File: src/rtl/seq_alu.sv
// Execute stage behind the register file: one-cycle logic/add ops, iterative
// shift-add multiply and one-bit-per-cycle shifts, plus the NZP register.
//
// state  | meaning
// IDLE   | waiting for Start; simple ops and shift-by-0 finish on the accepting edge
// MUL    | shift-add multiply, one multiplier bit per cycle
// SHIFT  | shift the working value one bit per cycle
// DONE   | result valid on ALU_OUT, Done pulses for this one cycle
module seq_alu #(
  parameter int WIDTH = 16
) (
  input  logic             Clk,
  input  logic             Reset,
  input  logic             Start,
  input  logic [2:0]       ALUK,
  input  logic [WIDTH-1:0] SR1_IN,
  input  logic [WIDTH-1:0] SR2_IN,
  input  logic [4:0]       IMM5,
  input  logic             SR2MUX,
  input  logic             LD_CC,
  output logic             Busy,
  output logic             Done,
  output logic [WIDTH-1:0] ALU_OUT,
  output logic             N,
  output logic             Z,
  output logic             P
);

  typedef enum logic [1:0] {
    S_IDLE,
    S_MUL,
    S_SHIFT,
    S_DONE
  } state_t;

  localparam logic [2:0] OP_MUL = 3'b100;
  localparam logic [2:0] OP_SHL = 3'b101;
  localparam logic [2:0] OP_SHR = 3'b110;

  state_t           state;
  logic [2:0]       op;
  logic             cc_en;
  logic [4:0]       count;
  logic [WIDTH-1:0] acc;
  logic [WIDTH-1:0] mcand;
  logic [WIDTH-1:0] mplier;
  logic [WIDTH-1:0] work;

  logic [WIDTH-1:0] a_in;
  logic [WIDTH-1:0] b_in;
  logic [WIDTH-1:0] simple_res;
  logic [WIDTH-1:0] acc_step;
  logic [WIDTH-1:0] work_step;

  assign a_in = SR1_IN;
  assign b_in = SR2MUX ? {{(WIDTH-5){IMM5[4]}}, IMM5} : SR2_IN;

  always_comb begin
    simple_res = a_in;
    case (ALUK[1:0])
      2'b00:   simple_res = a_in + b_in;
      2'b01:   simple_res = a_in & b_in;
      2'b10:   simple_res = ~a_in;
      default: simple_res = a_in;
    endcase
  end

  assign acc_step = acc + (mplier[0] ? mcand : '0);

  always_comb begin
    work_step = work;
    case (op)
      OP_SHL:  work_step = work << 1;
      OP_SHR:  work_step = work >> 1;
      default: work_step = {work[WIDTH-1], work[WIDTH-1:1]};
    endcase
  end

  function automatic logic [2:0] cc_of(input logic [WIDTH-1:0] r);
    if (r[WIDTH-1])   return 3'b100;
    else if (r == '0) return 3'b010;
    else              return 3'b001;
  endfunction

  always_ff @(posedge Clk) begin
    if (Reset) begin
      state     <= S_IDLE;
      ALU_OUT   <= '0;
      Done      <= 1'b0;
      Busy      <= 1'b0;
      {N, Z, P} <= 3'b010;
      op        <= 3'b000;
      cc_en     <= 1'b0;
      count     <= 5'd0;
      acc       <= '0;
      mcand     <= '0;
      mplier    <= '0;
      work      <= '0;
    end else begin
      Done <= 1'b0;
      case (state)
        S_IDLE: begin
          if (Start) begin
            op    <= ALUK;
            cc_en <= LD_CC;
            if (!ALUK[2]) begin
              ALU_OUT <= simple_res;
              if (LD_CC) {N, Z, P} <= cc_of(simple_res);
              Done  <= 1'b1;
              state <= S_DONE;
            end else if (ALUK == OP_MUL) begin
              acc    <= '0;
              mcand  <= a_in;
              mplier <= b_in;
              count  <= 5'd16;
              Busy   <= 1'b1;
              state  <= S_MUL;
            end else if (b_in[3:0] == 4'd0) begin
              ALU_OUT <= a_in;
              if (LD_CC) {N, Z, P} <= cc_of(a_in);
              Done  <= 1'b1;
              state <= S_DONE;
            end else begin
              work  <= a_in;
              count <= {1'b0, b_in[3:0]};
              Busy  <= 1'b1;
              state <= S_SHIFT;
            end
          end
        end

        S_MUL: begin
          acc    <= acc_step;
          mcand  <= mcand << 1;
          mplier <= mplier >> 1;
          count  <= count - 5'd1;
          // count==1 here means this edge retires the final multiplier bit
          if (count == 5'd1) begin
            ALU_OUT <= acc_step;
            if (cc_en) {N, Z, P} <= cc_of(acc_step);
            Busy  <= 1'b0;
            Done  <= 1'b1;
            state <= S_DONE;
          end
        end

        S_SHIFT: begin
          work  <= work_step;
          count <= count - 5'd1;
          if (count == 5'd1) begin
            ALU_OUT <= work_step;
            if (cc_en) {N, Z, P} <= cc_of(work_step);
            Busy  <= 1'b0;
            Done  <= 1'b1;
            state <= S_DONE;
          end
        end

        default: begin
          state <= S_IDLE;
        end
      endcase
    end
  end

endmodule
File: config.mk
export PLATFORM = sky130hd
export DESIGN_NAME = seq_alu
export DESIGN_NICKNAME = d
export VERILOG_FILES = /design/src/rtl/seq_alu.sv
export SDC_FILE = /design/constraint.sdc
export NUM_CORES = 1
export LEC_CHECK = 0
export CORE_MARGIN = 3
export CORE_UTILIZATION = 40
export DETAILED_ROUTE_END_ITERATION = 16
export GPL_ROUTABILITY_DRIVEN = 1
export MAX_ROUTING_LAYER = met4
export SYNTH_ARGS = -nofsm -noshare
export SYNTH_HDL_FRONTEND = slang
export SYNTH_SLANG_ARGS = --single-unit
export TNS_END_PERCENT = 10
File: constraint.sdc
create_clock -name Clk -period 9.9 [get_ports Clk]
set_input_delay 0.99 -clock Clk [delete_from_list [all_inputs] [get_ports Clk]]
set_output_delay 0.99 -clock Clk [all_outputs]
set_load 0.02 [all_outputs]
==> results of run 1 <==
## flip-flops by register name, summed over array words and instances, names as in the netlist
signal,flops
ALU_OUT,16
Busy,1
Done,1
N,1
P,1
Z,1
acc,16
cc_en,1
count,5
mcand,16
mplier,16
op,3
state,2
work,16
## placed cells by master (no fill, tap or decap), drive strengths merged, types with 4 or more instances in the layout
cell type | Yosys | layout
mux2i | 53 | 53
a311oi | 4 | 4
nand4 | 6 | 6
or3 | 7 | 7
nand2 | 81 | 81
nand2b | 18 | 18
and2 | 26 | 26
nor3 | 18 | 18
a22oi | 8 | 8
or4 | 5 | 5
nor2 | 136 | 136
ha | 37 | 37
nor2b | 4 | 4
nor4 | 6 | 6
dfxtp | 96 | 96
a21o | 11 | 11
xor2 | 9 | 9
o211ai | 10 | 10
a211oi | 47 | 47
xnor2 | 11 | 11
a31oi | 6 | 6
a41oi | 4 | 4
a21boi | 4 | 4
o211a | 12 | 12
a221oi | 5 | 5
clkbuf | 57 | 11
mux2 | 5 | 5
buf | 10 | 10
clkdlybuf4s50 | 0 | 64
nand3 | 35 | 35
o21ai | 52 | 52
clkinv | 3 | 6
inv | 27 | 29
a21oi | 117 | 117
## area by class of cell
cell class / instances / share of cell area
Multi-Input combinational cell: 783 / 0.599
Sequential cell: 96 / 0.232
Timing Repair Buffer: 74 / 0.0864
Tap cell: 225 / 0.0340
Clock buffer: 11 / 0.0305
Inverter: 30 / 0.0136
Clock inverter: 5 / 0.00468
## routing by layer
layer	track usage	vias to the layer above	routed length (um)
met5	-	-	0
met4	0.0709	0	465
met3	0.0455	29	1350
met2	0.378	212	10900
met1	0.319	3416	10700
li1	-	3567	-
## final timing paths
path / endpoint / slack, ns / startpoint
min: cc_en / 0.46 / cc_en
min reg2reg: cc_en / 0.46 / cc_en
max: Z / 5.18 / SR2MUX
max reg2reg: P / 5.88 / mplier[0]
## where the power goes
part / internal, mW / leakage, nW / switching [mW] / total [mW]
sequential: 0.472 / 0.782 / 0.0683 / 0.540
clock: 0.187 / 0.148 / 0.171 / 0.358
combinational: 0.336 / 2.43 / 0.583 / 0.919
total: 0.994 / 3.35 / 0.823 / 1.82
## stage by stage
step	power, mW	cells	hold WS, ns	util	setup slack, ns
floorplan	1.16	978	0.436	-	5.81
global placement	1.45	1208	0.446	0.456	4.93
detailed placement	1.45	1208	0.446	0.456	4.85
CTS	1.81	1224	0.458	0.473	5.24
global route	1.94	1224	0.479	0.473	4.95
finish	1.82	1224	0.460	0.473	5.18
## Yosys cell counts, types with 12 or more instances
master	number	area, sq um
nor2_1	136	510
o21ai_0	50	250
a211oi_1	45	338
nor3_1	18	90.1
a21oi_1	116	581
dfxtp_1	96	1920
nand2b_1	18	113
nand3_1	35	175
and2_1	26	163
mux2i_1	53	531
o211a_1	12	120
nand2_1	81	304
ha_1	37	463
clkbuf_1	57	214
inv_1	26	97.6
## critical path, cell delays in order
cell	delay, ns
clkdlybuf4s50_1	0.81
mux2_2	0.45
ha_1	0.24
fa_1	0.43
a21o_1	0.20
a311oi_1	0.45
nor4b_1	0.15
or3_1	0.39
nand3_1	0.11
a21boi_0	0.21
nand4_1	0.16
o31ai_1	0.27
a31o_1	0.17
## cell families after synthesis
logic type / Yosys count / share of synthesized area
AND/OR/NAND/NOR: 357 / 0.228
XOR/XNOR: 20 / 0.0242
buffers and inverters: 99 / 0.0542
AO/OA/AOI/OAI: 309 / 0.278
flip-flops: 96 / 0.265
adder cells (fa/ha/maj): 39 / 0.0694
multiplexers: 58 / 0.0810
==> results by group, run 1 <==
Floorplan
  – Die height: 141 um
  – Core area: 0.0175 sq mm
  – FP Rows: 48
  – Ports: 66
  – Die footprint: 0.0198 sq mm
  – Starting density of the core: 0.413
  – Chip Width: 141 um

Routing
  – DRC Markers: 0
  – Vias: 7224
  – DRT iter0 DRCs: 614
  – Drt via density: 5.90
  – Total wire length: 23400 um
  – First-pass DRT Iterations: 6
  – Final ANT Viol Nets: 0
  – DR WL/cell: 19.1 um

Clock network
  – Clock Sinks: 96
  – CTS Buffer Depth: 2
  – CTS buffer count: 9
  – Worst skew pair latency: 0.37 ns
  – Hold buffer count at CTS: 0
  – H-tree depth: 3
  – Setup Buffers After CTS: 0
  – TritonCTS clock tree: done
  – Clock-pin slew on the worst setup and hold paths: 0.08 ns
  – Post_cts resized: 0
  – Clock root buffer: clkbuf_16

Final layout
  – Multi-input gate area: 0.00496 sq mm
  – Diodes inserted: 0
  – Sequential cell area: 0.00192 sq mm
  – P&R area growth vs syn: 14.3%
  – Share of layout cells above drive strength 1: 0.0460
  – Design area: 0.00829 sq mm
  – # fillers: 1804
  – Layout net count: 1078

Flow run
  – Total of max-cap violations: 0

Power
  – Pleak: 3.35 nW
  – Maximum vdd drop: 189 uV
  – Pwr Density: 219 mW/mm^2

STA
  – Clock skew: 0.00841 ns
  – Fmax: 212 MHz
  – Final period util: 0.476
  – Final hold vios: 0
  – Slew HR: 0.240
  – Final critical-path required period: 4.72 ns
  – Max Slew Vio Count: 0
  – RSZ-0062 raised after global routing: false
  – Finish-stage setup viols: 0
  – Slew @ Worst Pin: 1.14 ns
  – TNS Setup: 0 ns

Setup path
  – CP required: 10.22 ns
  – Crit end category: flip-flop
  – CP Max Fanout: 17
  – Worst Path Arrival: 5.04 ns
  – Startpoint Class: input pin
  – R2R depth: 10
  – Critical path type: input pin to flip-flop

Min path
  – HP Class: flip-flop to flip-flop
  – Worst Hold Depth: 2

Synthesis
  – Syn avg cell area: 7.41 sq um
  – Post-synthesis sequential area ratio: 0.265
  – Yosys warning count: 0
  – Ys flop type: dfxtp_1
  – Synthesized flop and latch total: 96
  – Post-Syn Instances: 978
  – Async set-reset flop share out of synthesis: 0
  – Post-synth EDFFs: 0
  – Post-synthesis cell area: 0.00725 sq mm
  – Synth cell types: 73
  – Syn Nets: 1062

Global route
  – Total track usage: 0.241
  – Largest net degree at the start of global routing: 98
  – Initial antenna violation count: 0
  – First-pass GRT wire length: 37000 um
  – Number of global-route vias before repair: 6689
  – Overflow after GRT: 0

Place
  – Port Buf Inserts: 65
  – Placed wire-length estimate: 16600 um
  – Gpl congestion: 0.911
  – Placed Area: 0.00800 sq mm

Status
  – Status: finished clean
(Power assumes the default switching activity.)
==> inputs of run 2 (changes only) <==
Clock period 9.9 ns to 4 ns, I/O delays scaled along.
==> results by group, run 2 (synthesis gave the netlist of run 1 again) <==
Power
  – Sequential Power Share: 0.290 (-0.007)
  – Pleak: 3.55 nW (+5.8%)
  – Cell-internal power: 2.55 mW (+160%)
  – Maximum vdd drop: 417 uV (+120%)
  – Pwr Density: 537 mW/mm^2 (+140%)
  – Clock share of power: 0.200 (+0.003)
  – Switch share: 0.447 (-0.00562)
  – Switching power: 2.06 mW (+150%)
  – Combinational power share: 0.510 (+0.004)

Routing
  – DRT iter0 DRCs: 683 (+11%)
  – Drt via density: 5.92 (+0.24%)
  – DR WL/cell: 19.2 um (+0.29%)
  – First-pass DRT Iterations: 6 (unchanged)
  – DRC Markers: 0 (unchanged)
  – Final ANT Viol Nets: 0 (unchanged)
  – Total wire length: 24300 um (+3.6%)
  – Vias: 7478 (+3.5%)

STA
  – Fmax: 261 MHz
  – RSZ-0062 raised after global routing: false
  – Max Slew Vio Count: 0 (unchanged)
  – Final hold vios: 0 (unchanged)
  – Finish-stage setup viols: 0 (unchanged)
  – Final setup margin: 0.163 ns (-5.02 ns)
  – Slew @ Worst Pin: 1.16 ns (+0.0246 ns)
  – TNS Setup: 0 ns (unchanged)
  – Clock skew: 0.00970 ns (+0.00130 ns)
  – Slew HR: 0.222 (-0.0181)
  – Hold WS: 0.457 ns (-0.00223 ns)
  – Final critical-path required period: 3.84 ns
  – Final period util: 0.959

Floorplan
  – Die height: 141 um (unchanged)
  – Starting density of the core: 0.413 (unchanged)
  – Die footprint: 0.0198 sq mm (unchanged)
  – Chip Width: 141 um (unchanged)
  – Core area: 0.0175 sq mm (unchanged)
  – Ports: 66 (unchanged)
  – FP Rows: 48 (unchanged)

Final layout
  – Most common cell after layout, fill and taps aside: nor2_1
  – Commonest non-fill, non-tap cells in the layout: 136 x nor2_1, 114 x a21oi_1, 96 x dfxtp_1
  – # fillers: 1772 (-1.8%)
  – Layout net count: 1118 (+3.7%)
  – Sequential cell area: 0.00192 sq mm (unchanged)
  – P&R area growth vs syn: 18.7%
  – Multi-input gate area: 0.00496 sq mm (unchanged)
  – Diodes inserted: 0 (unchanged)
  – Share of layout cells above drive strength 1: 0.0828 (+0.0367)

Clock network
  – Hold buffer count at CTS: 0 (unchanged)
  – CTS buffer count: 9 (unchanged)
  – H-tree depth: 3 (unchanged)
  – Clock-pin slew on the worst setup and hold paths: 0.07 ns (about the same)
  – Worst skew pair latency: 0.36 ns (about the same)
  – Setup Buffers After CTS: 0 (unchanged)
  – TritonCTS clock tree: done
  – Clock Sinks: 96 (unchanged)
  – Clock root buffer: clkbuf_16
  – Post_cts resized: 0 (unchanged)
  – CTS Buffer Depth: 2 (unchanged)

Global route
  – Number of global-route vias before repair: 6754 (+0.97%)
  – Initial antenna violation count: 0 (unchanged)
  – Overflow after GRT: 0 (unchanged)
  – First-pass GRT wire length: 37500 um (+1.4%)
  – Total track usage: 0.246 (+0.00443)
  – Largest net degree at the start of global routing: 98 (unchanged)

Place
  – Port Buf Inserts: 65 (unchanged)
  – Placed wire-length estimate: 17400 um (+5.3%)
  – Gpl congestion: 0.947 (+3.9%)
  – Dpl ws: 0.0372 ns (-4.81 ns)

Setup path
  – CP Max Fanout: 15 (-2)
  – Crit-path most repeated cell: or4_1
  – Critical path type: flip-flop to flip-flop
  – Worst-path cell with the longest stage delay: or4_1
  – CP bufs+invs: 1 (unchanged)
  – CP Cell Sequence: buf_4, and2_1, fa_1, xor2_1, or3_1, nor4_1, or4b_1, or4_1, or4_1, a31oi_1, o41ai_1
  – Critical path's largest stage delay: 0.48 ns (-0.33 ns)
  – Crit end category: flip-flop
  – CP required: 4.20 ns (-6.02 ns)
  – Startpoint Class: flip-flop
  – Worst Path Arrival: 4.04 ns (-1.00 ns)
  – CP delay by family, top: simple AND/OR/NAND/NOR gates

Flow run
  – Total of max-cap violations: 0 (unchanged)

Status
  – Status: finished clean

Min path
  – HP Class: flip-flop to flip-flop
## run 2: per-stage QoR
| step | cell area, sq um | power [mW] | instances | utilization |
|---|---|---|---|---|
| final | 8600 | 4.62 | 1264 | 0.491 |
| after global routing | 8600 | 4.90 | 1264 | 0.491 |
| after CTS | 8600 | 4.60 | 1264 | 0.491 |
| after detailed placement | 8300 | 3.67 | 1248 | 0.473 |
| after global placement | 8300 | 3.66 | 1248 | 0.473 |
| after floorplan | 7250 | 2.88 | 978 | - |
## run 2: worst paths after layout
path,slack [ns],startpoint,cells after the start,endpoint
worst max-delay path,0.16,mplier[0],11,P
worst min-delay path,0.46,ALU_OUT[12],2,ALU_OUT[12]
worst max register to register,0.16,mplier[0],11,P
worst min register to register,0.46,ALU_OUT[12],2,ALU_OUT[12]
## run 2: cell type report
| cell class | count | share of cell area |
|---|---|---|
| clock buffers | 10 | 0.0278 |
| clock inverters | 6 | 0.00771 |
| inverters | 30 | 0.0131 |
| multi-input cells | 783 | 0.577 |
| flip-flops and latches | 96 | 0.223 |
| well taps | 225 | 0.0327 |
| repair buffers | 114 | 0.118 |
## run 2: tightest hold or removal path: stages (launching register included)
cell and delay (ns):
dfxtp_1 0.31, nand2_1 0.05, a21oi_1 0.05
## run 2: metal layers
metal  GRT usage  vias to the layer above  share of wire
met4      0.0734                        0          0.023
met2       0.388                      316           0.46
met3      0.0472                       39          0.079
li1            -                     3641              -
met5           -                        -              0
met1       0.321                     3482           0.44
## run 2: power groups by stage
stage	Clock (mW)	Sequential (mW)	Combinational, mW
3_5_place_dp	0	1.35	2.32
6_report	0.924	1.34	2.35
2_1_floorplan	0	1.40	1.47
3_3_place_gp	0	1.35	2.31
5_1_grt	0.973	1.36	2.57
4_1_cts	0.946	1.33	2.33
==> inputs of run 3 (changes only) <==
Settings changed: PLACE_DENSITY set to 0.66.
==> results by group, run 3 (synthesis gave the netlist of run 1 again) <==
STA
  – RSZ-0062 raised after global routing: false
  – Clock skew: 0.0115 ns (+0.00178 ns)
  – Finish-stage setup viols: 0 (unchanged)
  – Hold WS: 0.458 ns (+0.000244 ns)
  – Final critical-path required period: 3.84 ns (+0.00235 ns)
  – Max Slew Vio Count: 0 (unchanged)
  – TNS Setup: 0 ns (unchanged)
  – Fmax: 260 MHz (about the same)
  – Slew HR: 0.230 (+0.00736)
  – Final hold vios: 0 (unchanged)
  – Final period util: 0.960 (about the same)
  – Slew @ Worst Pin: 1.15 ns (-0.0110 ns)

Floorplan
  – Ports: 66 (unchanged)
  – Core area: 0.0175 sq mm (unchanged)
  – Starting density of the core: 0.413 (unchanged)
  – Chip Width: 141 um (unchanged)
  – Die footprint: 0.0198 sq mm (unchanged)
  – FP Rows: 48 (unchanged)
  – Die height: 141 um (unchanged)

Clock network
  – Post_cts resized: 0 (unchanged)
  – H-tree depth: 3 (unchanged)
  – Clock Sinks: 96 (unchanged)
  – CTS buffer count: 9 (unchanged)
  – Setup Buffers After CTS: 0 (unchanged)
  – Worst skew pair latency: 0.36 ns (about the same)
  – Hold buffer count at CTS: 0 (unchanged)
  – CTS Buffer Depth: 2 (unchanged)
  – Clock root buffer: clkbuf_16
  – Clock-pin slew on the worst setup and hold paths: 0.07 ns (about the same)
  – TritonCTS clock tree: done

Global route
  – Initial antenna violation count: 0 (unchanged)
  – Gr busiest metal: met2
  – Met2 GRT Util: 0.370 (-0.0184)
  – Global Route met3 Usage: 0.0546 (+0.00746)
  – Number of global-route vias before repair: 6984 (+3.4%)
  – Overflow after GRT: 0 (unchanged)
  – Largest net degree at the start of global routing: 72 (-27%)
  – Total track usage: 0.239 (-0.00660)
  – First-pass GRT wire length: 37100 um (-1.1%)
  – GR Layer Usage met1: 0.308 (-0.0127)

Routing
  – Vias: 7440 (-0.51%)
  – First-pass DRT Iterations: 5 (-1)
  – DRC Markers: 0 (unchanged)
  – Total wire length: 23200 um (-4.3%)
  – DR WL/cell: 18.3 um (-4.6%)
  – Drt via density: 5.87 (-0.82%)
  – Final ANT Viol Nets: 0 (unchanged)
  – DRT iter0 DRCs: 632 (-7.5%)

Power
  – Pwr Density: 531 mW/mm^2 (-0.96%)
  – Overall Power: 4.60 mW (-0.32%)
  – Combinational power share: 0.509 (about the same)
  – Maximum vdd drop: 405 uV (-2.9%)
  – Cell-internal power: 2.56 mW (+0.23%)
  – Switch share: 0.444 (-0.00301)
  – Sequential Power Share: 0.288 (-0.002)
  – Clock share of power: 0.203 (+0.003)
  – Pleak: 3.57 nW (+0.65%)
  – Switching power: 2.04 mW (-0.99%)

Min path
  – Hold Path Sink: acc[11]
  – Worst Hold Depth: 2 (unchanged)
  – Hold Crit Start: acc[11]
  – HP Class: flip-flop to flip-flop

Final layout
  – Layout net count: 1122 (+0.36%)
  – P&R area growth vs syn: 19.5%
  – Share of layout cells above drive strength 1: 0.0892 (+0.00639)
  – Core Util, Final: 0.494 (+0.00321)
  – Most common cell after layout, fill and taps aside: nor2_1
  – Commonest non-fill, non-tap cells in the layout: 136 x nor2_1, 114 x a21oi_1, 95 x dfxtp_1
  – Diodes inserted: 0 (unchanged)

Setup path
  – Critical path type: flip-flop to flip-flop
  – Crit end category: flip-flop
  – Startpoint Class: flip-flop
  – Reg-to-reg critical path endpoint: P
  – R2R Setup Slk: 0.16 ns (about the same)
  – R2R depth: 11 (unchanged)
  – CP required: 4.21 ns (about the same)
  – FF-to-FF Start: mplier[0]
  – CP Max Fanout: 3 (-12)
  – Worst Path Arrival: 4.05 ns (about the same)

Place
  – Gpl congestion: 0.972 (+2.7%)
  – Port Buf Inserts: 65 (unchanged)
  – Placed wire-length estimate: 17000 um (-2.7%)

Flow run
  – Total of max-cap violations: 0 (unchanged)

Status
  – Status: finished clean
run 3: cell type report:
class | instances | area [sq um]
fillers | 1788 | 8880
multi-input cells | 783 | 4970
flip-flops and latches | 96 | 1920
repair buffers | 118 | 1050
well taps | 225 | 282
clock buffers | 9 | 225
inverters | 30 | 113
clock inverters | 7 | 91.3
run 3: worst max-delay path: stages (launching register included):
cell	delay (ns)
dfxtp_2	0.35
and2_1	0.15
ha_1	0.22
fa_1	0.42
xor2_1	0.21
or3_1	0.33
nor4_1	0.30
or4b_1	0.49
or4_1	0.41
or4_4	0.47
a31oi_2	0.26
o41ai_1	0.09
run 3: power groups by stage:
stage          registers, mW  clock network (mW)  logic (mW)
3_3_place_gp            1.34                   0        2.28
3_5_place_dp            1.35                   0        2.30
2_1_floorplan           1.40                   0        1.47
4_1_cts                 1.33               0.955        2.31
6_report                1.33               0.933        2.34
5_1_grt                 1.35               0.992        2.58
run 3: through the flow:
stage,cells,instance area (sq um),setup WS (ns)
2_1_floorplan,978,7250,0.501
3_3_place_gp,1252,8330,-0.0104
3_5_place_dp,1252,8330,-0.0547
4_1_cts,1268,8640,0.0738
5_1_grt,1268,8660,0.0434
6_report,1268,8660,0.161
run 3: metal layers:
layer	part of all wire	vias up
met2	0.45	287
met4	0.033	0
met1	0.44	3441
li1	-	3656
met3	0.079	56
met5	0	-
run 3: how the worst max path moves through the flow:
stage | from | to | slack [ns] | cells past startpoint
after global placement | SR2MUX | ALU_OUT[10] | -0.01 | 14
after detailed placement | SR2MUX | ALU_OUT[10] | -0.05 | 14
final | mplier[0] | P | 0.16 | 11
after global routing | mplier[0] | P | 0.04 | 11
after CTS | mplier[0] | P | 0.07 | 11
after floorplan | SR2MUX | Z | 0.50 | 13
==> edit (flow settings as in run 3) <==
Set the parameter `WIDTH` to 32 (it was 16).
--- a/src/rtl/seq_alu.sv
+++ b/src/rtl/seq_alu.sv
@@ -8,5 +8,5 @@
 // DONE   | result valid on ALU_OUT, Done pulses for this one cycle
 module seq_alu #(
-  parameter int WIDTH = 16
+  parameter int WIDTH = 32
 ) (
   input  logic             Clk,
Ports: changed (resized ALU_OUT, SR1_IN and SR2_IN); port bits go from 66 to 114. No check against the original RTL was run, so the function may have changed too.
==> edit against run 3 <==
  * Worst setup slack worse by 0.12 ns
  * Sequential cell count is 80 higher
  * Routed wire length is 140% higher
  * Clock power is 90% higher
  * Non-clock buffer count is 330 higher
  * Cell area is 120% higher
  * Total power is 78% higher
  * First-iteration DRC count is 120% higher
  * Synthesized area is 98% higher
  * Worst hold slack worse by 0.16 ns
  * Clock skew is 0.0079 ns higher
  * Die area is 93% higher
  * Largest cell class unchanged
==> edit: results (changes against run 3) <==
{| class="wikitable"
! Metric !! Value
|-
| Reg-to-reg slack, setup || 0.04 ns (was 0.16 ns)
|-
| Gpl congestion || 1.02 (was 0.972)
|-
| Highest fanout seen on the critical path || 4 (was 3)
|-
| Number of DRC markers in iteration 0 || 1392 (was 632)
|-
| CTS H-tree lvls || 4 (was 3)
|-
| Post-synth net total || 2145 (was 1062)
|-
| Share of post-route cells with drive strength above 1 || 20.4% (was 8.92%)
|-
| Relative area change from synthesis to final layout || 33.5% (was 19.5%)
|-
| Later-pin clock latency in the skew report || 0.46 ns (was 0.36 ns)
|-
| Worst Path Arrival || 4.30 ns (was 4.05 ns)
|-
| Number of global-route vias before repair || 15400 (was 6984)
|-
| Number of vias after detailed routing || 16100 (was 7440)
|-
| Most instantiated cells after synthesis || nor2_1 (254), a21oi_1 (229), nand2_1 (205) (was nor2_1 (136), a21oi_1 (116), dfxtp_1 (96))
|-
| Number of distinct library cells after synthesis || 89 (was 73)
|-
| # nets final || 2464 (was 1122)
|-
| Instance area after placement || 0.0179 mm² (was 0.00833 mm²)
|-
| WL per Instance || 20.3 µm (was 18.3 µm)
|-
| Worst slew margin relative to its limit || 41.9% (was 23.0%)
|-
| Largest net degree at the start of global routing || 104 (was 72)
|-
| Final setup margin || 0.0358 ns (was 0.161 ns)
|-
| Count of input and output buffers || 113 (was 65)
|-
| Maximum vdd drop || 0.365 mV (was 0.405 mV)
|-
| Global-route wire length before repair || 87200 µm (was 37100 µm)
|-
| Outcome || complete, no violations (unchanged)
|-
| Number of buffers created by CTS || 17 (was 9)
|-
| Pre-CTS setup slack || -1.15 ns (was -0.0547 ns)
|-
| Setup Skew || 0.0194 ns (was 0.0115 ns)
|-
| Initial DRT Pass Iterations || 6 (was 5)
|-
| Leakage power summed over all cells || 8.22 nW (was 3.57 nW)
|}
[edit: cell types whose count changed in the layout (fill, tap and decap cells not counted), moves of 35 or more]
cell	delta
clkdlybuf4s50_1	+35
a211oi_1	+39
o21ai_0	+35
dfxtp_1	+80
nor2_1	+118
nand2_1	+122
a21oi_1	+104
buf_4	+274
[edit: layout make-up]
| type | count | area [µm²] |
|---|---|---|
| clock buffer | 19 | 443 |
| clock inverter | 13 | 146 |
| fill | 3346 | 15800 |
| inverter | 60 | 225 |
| multi-input combinational | 1613 | 10500 |
| sequential | 176 | 3530 |
| tap | 455 | 569 |
| timing repair buffer | 448 | 3720 |
[edit: cell families after synthesis]
family,count (synthesis),share of synthesized area (%)
and+or+nand+nor,754,24.8
muxes,87,6.12
DFF,176,24.6
adders and majority gates,71,6.30
xor gates and xnor gates,42,2.57
AOI/OAI and AO/OA,659,30.0
buffers and inverters,208,5.65
[edit: what timing repair did]
item | 4_1_cts | 5_1_grt
hold endpoints to repair | 0 | 0
resized for setup | 50 | 79
pin swaps | 25 | 41
hold buffers | 0 | 0
endpoints found under the setup margin | 13 | 7
setup buffers | 11 | 10
[edit: final timing paths]
path,end,start,cells past startpoint
setup reg to reg,P,mplier[0],13
setup / recovery,P,IMM5[0],17
hold / removal,op[2],ALUK[2],3
hold reg to reg,ALU_OUT[19],ALU_OUT[19],2
[edit: worst max-delay path, cell delays in order]
cell and delay [ns]:
clkdlybuf4s15_1 0.20, mux2i_2 0.09, inv_2 0.14, ha_4 0.15
inv_1 0.05, fa_2 0.38, nor2b_4 0.18, o2111ai_4 0.18
a21o_4 0.27, o211ai_1 0.19, xnor2_1 0.18, o221ai_2 0.15
a211o_1 0.25, or4_4 0.56, or4_4 0.50, a311oi_2 0.29
o32ai_1 0.12
[edit: routing by layer]
metal | global-route usage (%) | vias up | wire [µm]
met2 | 47.2 | 571 | 26000
met5 | - | - | 0
met4 | 11.3 | 0 | 2250
li1 | - | 7888 | -
met3 | 2.81 | 91 | 3010
met1 | 38.6 | 7598 | 25300
[edit: through the flow]
step / instances / hold slack, ns
final: 2784 / 0.297
after global routing: 2784 / 0.308
after CTS: 2774 / 0.275
after detailed placement: 2731 / 0.448
after global placement: 2731 / 0.440
after floorplan: 1997 / 0.431
[edit: report_power, final]
part | switching, mW | total [mW] | internal, mW
registers | 0.225 | 2.30 | 2.07
logic | 2.44 | 4.13 | 1.68
clock network | 0.869 | 1.77 | 0.902
total | 3.54 | 8.20 | 4.66
